==> config.mk <==
export PLATFORM = sky130hd
export DESIGN_NAME = pwm_deadtime_driver
export DESIGN_NICKNAME = d
export VERILOG_FILES = /design/src/rtl/pwm_deadtime_driver.sv
export SDC_FILE = /design/constraint.sdc
export NUM_CORES = 1
export LEC_CHECK = 0
export CAP_MARGIN = 0
export CORE_ASPECT_RATIO = 0.6
export CORE_MARGIN = 8
export CORE_UTILIZATION = 45
export CTS_BUF_LIST = sky130_fd_sc_hd__clkbuf_4
export DETAILED_ROUTE_END_ITERATION = 8
export PLACE_DENSITY = 0.73
export SLEW_MARGIN = 30
export SYNTH_ARGS = -nofsm -noshare
export SYNTH_HDL_FRONTEND = slang
export SYNTH_SLANG_ARGS = --single-unit
==> constraint.sdc <==
create_clock -name clk -period 2.35 [get_ports clk]
set_clock_uncertainty 0.05 [all_clocks]
set_input_delay 0.3525 -clock clk [delete_from_list [all_inputs] [get_ports clk]]
set_output_delay 0.3525 -clock clk [all_outputs]
set_load 0.1 [all_outputs]
==> src/rtl/pwm_deadtime_driver.sv <==
// Complementary high/low gate driver with break-before-make dead time, latched fault shutdown and pulse counter.
// Optional macro PWM_DT_GLITCH_FILTER_EN adds a two-cycle-agreement filter on the registered PWM input.
module pwm_deadtime_driver #(
  parameter int DT_WIDTH  = 8,
  parameter int CNT_WIDTH = 16
) (
  input  logic                 clk,
  input  logic                 rst_n,
  input  logic                 i_enable,
  input  logic                 i_pwm_in,
  input  logic [DT_WIDTH-1:0]  i_dead_cycles,
  input  logic                 i_fault_in,
  input  logic                 i_fault_clr,
  output logic                 o_out_hi,
  output logic                 o_out_lo,
  output logic                 o_fault_latched,
  output logic [CNT_WIDTH-1:0] o_pulse_count
);

  typedef enum logic [2:0] {
    IDLE,
    DT_TO_HI,
    HI_ON,
    DT_TO_LO,
    LO_ON,
    FAULT
  } state_t;

  state_t              r_state;
  state_t              w_next;
  logic [DT_WIDTH-1:0] r_dead_cnt;
  logic [DT_WIDTH-1:0] w_dead_next;
  logic                r_pwm_q;
  logic                r_fault_meta;
  logic                r_fault_s;
  logic                w_pwm;
  logic                w_cnt_clr;
  logic                w_cnt_inc;

  // fault_in is asynchronous, so it gets a two-flop synchroniser; pwm_in is already clk-synchronous
  always_ff @(posedge clk or negedge rst_n) begin
    if (!rst_n) begin
      r_pwm_q      <= 1'b0;
      r_fault_meta <= 1'b0;
      r_fault_s    <= 1'b0;
    end else begin
      r_pwm_q      <= i_pwm_in;
      r_fault_meta <= i_fault_in;
      r_fault_s    <= r_fault_meta;
    end
  end

`ifdef PWM_DT_GLITCH_FILTER_EN
  logic r_pwm_d;
  logic r_pwm_hold;

  // A new level is only believed once two consecutive samples of pwm_q agree on it
  assign w_pwm = (r_pwm_q == r_pwm_d) ? r_pwm_q : r_pwm_hold;

  always_ff @(posedge clk or negedge rst_n) begin
    if (!rst_n) begin
      r_pwm_d    <= 1'b0;
      r_pwm_hold <= 1'b0;
    end else begin
      r_pwm_d    <= r_pwm_q;
      r_pwm_hold <= w_pwm;
    end
  end
`else
  assign w_pwm = r_pwm_q;
`endif

  // Fault beats enable, enable beats normal sequencing; a reversal during dead time restarts the opposite dead time
  always_comb begin
    w_next      = r_state;
    w_dead_next = r_dead_cnt;
    w_cnt_clr   = 1'b0;
    if (r_fault_s) begin
      w_next = FAULT;
    end else if (r_state == FAULT) begin
      if (i_fault_clr) begin
        w_next    = IDLE;
        w_cnt_clr = 1'b1;
      end
    end else if (!i_enable) begin
      w_next = IDLE;
    end else begin
      case (r_state)
        IDLE: begin
          w_next      = w_pwm ? DT_TO_HI : DT_TO_LO;
          w_dead_next = i_dead_cycles;
        end
        DT_TO_HI: begin
          if (!w_pwm) begin
            w_next      = DT_TO_LO;
            w_dead_next = i_dead_cycles;
          end else if (r_dead_cnt == '0) begin
            w_next = HI_ON;
          end else begin
            w_dead_next = r_dead_cnt - DT_WIDTH'(1);
          end
        end
        DT_TO_LO: begin
          if (w_pwm) begin
            w_next      = DT_TO_HI;
            w_dead_next = i_dead_cycles;
          end else if (r_dead_cnt == '0) begin
            w_next = LO_ON;
          end else begin
            w_dead_next = r_dead_cnt - DT_WIDTH'(1);
          end
        end
        HI_ON: begin
          if (!w_pwm) begin
            w_next      = DT_TO_LO;
            w_dead_next = i_dead_cycles;
          end
        end
        LO_ON: begin
          if (w_pwm) begin
            w_next      = DT_TO_HI;
            w_dead_next = i_dead_cycles;
          end
        end
        default: w_next = IDLE;
      endcase
    end
  end

  assign w_cnt_inc = (w_next == HI_ON) && (r_state != HI_ON);

  // Gate outputs are decoded from the next state so they change on the same edge as the state
  always_ff @(posedge clk or negedge rst_n) begin
    if (!rst_n) begin
      r_state         <= IDLE;
      r_dead_cnt      <= '0;
      o_out_hi        <= 1'b0;
      o_out_lo        <= 1'b0;
      o_fault_latched <= 1'b0;
      o_pulse_count   <= '0;
    end else begin
      r_state         <= w_next;
      r_dead_cnt      <= w_dead_next;
      o_out_hi        <= (w_next == HI_ON);
      o_out_lo        <= (w_next == LO_ON);
      o_fault_latched <= (w_next == FAULT);
      if (w_cnt_clr) begin
        o_pulse_count <= '0;
      end else if (w_cnt_inc) begin
        o_pulse_count <= o_pulse_count + CNT_WIDTH'(1);
      end
    end
  end

endmodule

==> results.json <==
{
  "status": "complete, no violations",
  "final_cell_area_um2": 2460,
  "clkSinkCount": 33,
  "cp-end-kind": "flip-flop",
  "postRouteAntennaNets": 0,
  "grt_pass1_wl_um": 8160,
  "synth_most_common_cell": "dfrtp_1",
  "io_buffers": 32,
  "slew_viol_final": 0,
  "grt_use_total_pct": 15.7,
  "area_growth_pct": 36.9,
  "dieArea_um2": 6330,
  "synth_flop_cell": "dfrtp_1",
  "p_sw_share_pct": 36.4,
  "cts_tree": "done",
  "p_leak_nw": 1.05,
  "max_cap_viol_count": 0,
  "seq_power_share_pct": 44.8,
  "crit_path_top_delay_cell": "dfrtp_2",
  "cts_buffer_depth": 2,
  "synth.cell_area_um2": 1800,
  "critPathLaunch": "r_pwm_q",
  "grt_antenna_before_repair": 0,
  "period_share_pct": 96.8,
  "crit_required_ns": 2.52,
  "synth_compound_area_share_pct": 23.6,
  "drt-total-wl_um": 4840,
  "die_w_um": 97.5,
  "p_per_area_nw_per_um2": 635,
  "yosys-top-cells-area": "dfrtp_1 46%, o21ai_0 6.7%, a21oi_1 5.0%",
  "grt.overflow.total": 0,
  "worst_setup_path_start_kind": "flip-flop",
  "grt_pass1_vias": 1593,
  "crit_chain": "nor2b_1 > mux2i_2 > a221oi_4 > buf_12 > buf_4 > buf_4 > o211ai_1 > mux2i_1 > nor2_1",
  "ys_ff_latch": 33,
  "placed_cells_incl_taps": 286,
  "pwr-share-clk_pct": 19.6,
  "regToRegSetupSlack_ns": 0.07,
  "p_switching_mw": 0.568,
  "htreeDepth": 2,
  "relSlewSlack_pct": 59.5,
  "yosys.area_share.xor_xnor_pct": 1.95,
  "synth_edf_count": 0,
  "hold_buffers": 0,
  "synthCells": 193,
  "cp_max_fo": 6,
  "numCtsBuffers": 5,
  "worstPathArrival_ns": 2.45,
  "p_comb_share_pct": 35.6,
  "die_height_um": 64.9,
  "core_um2": 3740,
  "viasPerCell": 5.53,
  "synth-simple-area-share_pct": 21.0,
  "drt-initial-drc-count": 132,
  "final_cells": 304,
  "start_util_pct": 48.0,
  "synth_top_area_share_pct": 46.0,
  "drc_errors": 0,
  "yosysSeqAreaShare_pct": 46.0,
  "crit_family": "multiplexers",
  "drive_gt1_share_pct": 31.1,
  "diodes": 0,
  "timing.rr.start": "r_pwm_q",
  "rsz0062_at_grt": "yes",
  "peakVddDrop_uv": 456,
  "ios": 33,
  "yosysWarnings": 0,
  "internal_power_mw": 0.993,
  "firstDrtPassIters": 4,
  "dpl-instance-area_um2": 2260,
  "setup_viol": 0,
  "fin_hold_ws_ns": 0.306,
  "synth_mux_area_share_pct": 1.11,
  "place_hpwl_um": 3340,
  "worstSetupPathType": "reg2reg",
  "tns_ns": 0,
  "final_nets": 272,
  "critPathMaxStageDelay_ns": 0.43,
  "worst_pin_slew_ns": 0.607,
  "min_from": "r_fault_meta",
  "insertion_delay_ns": 0.34,
  "grt_max_degree": 34,
  "yosysUniqueCellTypes": 45,
  "rows": 17,
  "yosysTopAreaCell": "dfrtp_1",
  "routedWlPerCell_um": 15.9,
  "synth_fp_nets": 209,
  "synth_top_family_by_area": "compound AO/OA/AOI/OAI gates",
  "finalHoldViolCount": 0,
  "globalplace.congestion": 0.851,
  "cts-root-buf": "clkbuf_4",
  "final_util_pct": 65.7,
  "synth-adder-area-share_pct": 1.39,
  "clk_pin_slew_ns": 0.11,
  "synth_commonest_cells": "33 x dfrtp_1, 24 x o21ai_0, 18 x a21oi_1, 15 x nor2_1, 14 x inv_1",
  "cp_common_cell": "buf_4",
  "worstHoldPathType": "reg2reg",
  "ys_async_sr_fraction_pct": 100,
  "period_needed_ns": 2.28,
  "timing.fmax_ghz": 0.440,
  "path_buf_inv": 3,
  "syn_avg_cell_area_um2": 9.30,
  "vias": 1682
}
[logic make-up (layout without fill, tap and decap cells)]
logic type | count (synthesis) | count (layout)
mux | 2 | 2
simple gates | 66 | 66
buf+inv | 21 | 84
fa+ha+maj | 2 | 2
compound gates | 65 | 66
xor+xnor | 4 | 4
flops | 33 | 33
[stage by stage]
stage / worst slack (ns) / total power, mW
2_1_floorplan: 0.00637 / 0.981
3_5_place_dp: -0.0645 / 1.19
5_1_grt: -0.0222 / 1.67
6_report: 0.0750 / 1.56
4_1_cts: 0.00710 / 1.52
3_3_place_gp: -0.0153 / 1.18
[final cells by class]
cell class | instances | area, um2
clock inverters | 3 | 12.5
repair buffers | 62 | 512
flip-flops and latches | 33 | 835
fillers | 312 | 1280
inverters | 14 | 52.6
multi-input cells | 140 | 951
well taps | 47 | 58.8
clock buffers | 5 | 37.5
[metal layers]
metal | vias up | share of wire (%) | track usage, %
met5 | - | 0 | 0
met4 | 0 | 0.87 | 5.07
met3 | 4 | 5.4 | 3.92
met2 | 37 | 41 | 20.9
met1 | 805 | 53 | 23.6
li1 | 836 | - | -
[power by group through the flow]
stage	registers [mW]	clock network (mW)	logic, mW
3_5_place_dp	0.710	0	0.477
3_3_place_gp	0.708	0	0.473
2_1_floorplan	0.758	0	0.223
6_report	0.700	0.305	0.556
4_1_cts	0.698	0.317	0.500
5_1_grt	0.711	0.343	0.614
[placed cells by master (no fill, tap or decap), types with 2 or more instances in the layout]
cell type,count
a22oi_1,4
clkinv_1,2
a21oi_1,17
or3_1,13
clkdlybuf4s50_1,13
nor2_1,15
dfrtp_1,26
o21ai_2,2
clkbuf_4,5
o21ai_0,22
o22ai_1,3
o2111ai_4,2
dfrtp_2,7
o31ai_1,2
or2_2,2
inv_2,2
inv_1,12
nand3_1,7
buf_4,46
nand2_1,8
nor3_1,3
xor2_1,3
nand4_1,3
nor2b_1,3
nor4_1,2
and2_1,2
[path summary, 6_finish.rpt]
path	end	cells after the start
hold / removal	r_fault_s	0
max in group asynchronous	r_state[0]	2
setup / recovery	o_pulse_count[1]	9
setup reg to reg	o_pulse_count[1]	9
min in group asynchronous	r_dead_cnt[4]	2
hold reg to reg	r_fault_s	0
[state kept, by name, indices dropped and copies added, names as in the netlist]
register         cells
r_state              3
r_fault_s            1
o_out_hi             1
o_pulse_count       16
o_out_lo             1
r_fault_meta         1
r_dead_cnt           8
r_pwm_q              1
o_fault_latched      1
[what timing repair did]
item,in CTS,in global routing
pin swaps,3,8
endpoints found under the hold margin,0,0
resized for setup,4,14
endpoints found under the setup margin,12,15
gates cloned,1,0
buffers inserted,2,7
Power figures use the tool's default switching activity.
==> patch (config.mk and constraints unchanged) <==
`CNT_WIDTH`: 16 -> 20.
--- a/src/rtl/pwm_deadtime_driver.sv
+++ b/src/rtl/pwm_deadtime_driver.sv
@@ -2,7 +2,7 @@
 // Optional macro PWM_DT_GLITCH_FILTER_EN adds a two-cycle-agreement filter on the registered PWM input.
 module pwm_deadtime_driver #(
   parameter int DT_WIDTH  = 8,
-  parameter int CNT_WIDTH = 16
+  parameter int CNT_WIDTH = 20
 ) (
   input  logic                 clk,
   input  logic                 rst_n,
Ports: changed (resized o_pulse_count); port bits go from 33 to 37. The function was not compared with the original's and may differ.
==> patch against the unedited design <==
  * Worst setup slack got worse by 0.053 ns
  * Synthesized area is 15% higher
  * Wire length is 15% higher
  * Critical endpoint is now o_pulse_count[19]
  * Total power increased by 14%
  * Cell area grew 15%
  * Sequential cell count rose by 4
  * Critical path depth stayed put
  * Hold slack improved by 0.016 ns
  * Largest cell class unchanged
==> patch: results (changes against the unedited design) <==
Parameter                              Value

Routing
  Average vias per placed instance ... 5.71 (+3.2%)
  Average routed wire per standard cell ... 16.1 µm (+1.2%)
  Met3 WL post-DR ... 504 µm (+92%)

Final layout
  Area of all sequential standard cells ... 938 µm² (+12%)
  Number of combinational gates with multiple inputs ... 167 (+19%)
  Sequential share of cell area ... 33.3% (-0.67 points)
  Leading registers by flop count ... o_pulse_count: 20 flops, r_dead_cnt: 8 flops, r_state: 3 flops
  Clock-cell share of area ... 2.00% (-0.039 points)
  Combined area of the multi-input logic cells ... 1170 µm² (+23%)
  Number of standard cells in the final layout excluding fillers ... 346 (+14%)
  Final-stage net count ... 299 (+9.9%)
  Synthesis-to-layout area growth ... 36.6%

Status
  Run status ... completed

Setup path
  CP top delay family ... compound AO/OA/AOI/OAI gates
  Worst reg2reg path endpoint ... o_pulse_count[19]
  Worst endpoint data arrival time ... 2.56 ns (+0.11 ns)
  Slowest cell delay on critical path ... 0.52 ns (+0.09 ns)
  Slowest stage cell on the critical path ... sky130_fd_sc_hd__or4_4

GRT
  Maximum number of pins on one net before global-route repair ... 38 (+12%)
  GRT Total Usage ... 15.4% (-0.34 points)
  Met3 track utilization from global routing ... 4.87% (+0.96 points)
  Global Route met1 Usage ... 21.6% (-2.0 points)

STA
  Post-Route Hold Slack ... 0.322 ns (+0.0162 ns)
  Rel. slew slack ... 69.2% (+9.6 points)

Yosys
  Synthesized Nets ... 239 (+14%)
  Count of unique library cells instantiated by Yosys ... 48 (+6.7%)

Placed design
  Inst Count DP ... 329 (+15%)
  Post-place instance area ... 2540 µm² (+13%)
  DP Wirelength ... 3650 µm (+9.4%)

Pwr
  Flop pwr share ... 44.5% (-0.3 points)

Clock tree
  Number of post-CTS setup repair buffers ... 1 (-1)
==> patch: cell count changes in the layout (fill, tap and decap cells not counted), moves of 3 or more <==
cell                       change
sky130_fd_sc_hd__inv_1         -6
sky130_fd_sc_hd__or3_1         -5
sky130_fd_sc_hd__or4_4         +3
sky130_fd_sc_hd__o21ai_4       +3
sky130_fd_sc_hd__dfrtp_2       +3
sky130_fd_sc_hd__nand2b_1      +4
sky130_fd_sc_hd__nand2_1       +6
sky130_fd_sc_hd__a21oi_2       +4
sky130_fd_sc_hd__and3_1        +5
==> patch: cell families (layout without fill, tap and decap cells) <==
logic type | Yosys count | in the layout | synth area share, %
and+or+nand+nor | 87 | 87 | 25.0
AOI/OAI and AO/OA | 70 | 71 | 21.3
DFF | 37 | 37 | 44.8
buffers and inverters | 19 | 79 | 4.36
xor gates and xnor gates | 5 | 5 | 2.12
adders and majority gates | 3 | 3 | 1.82
muxes | 1 | 1 | 0.485
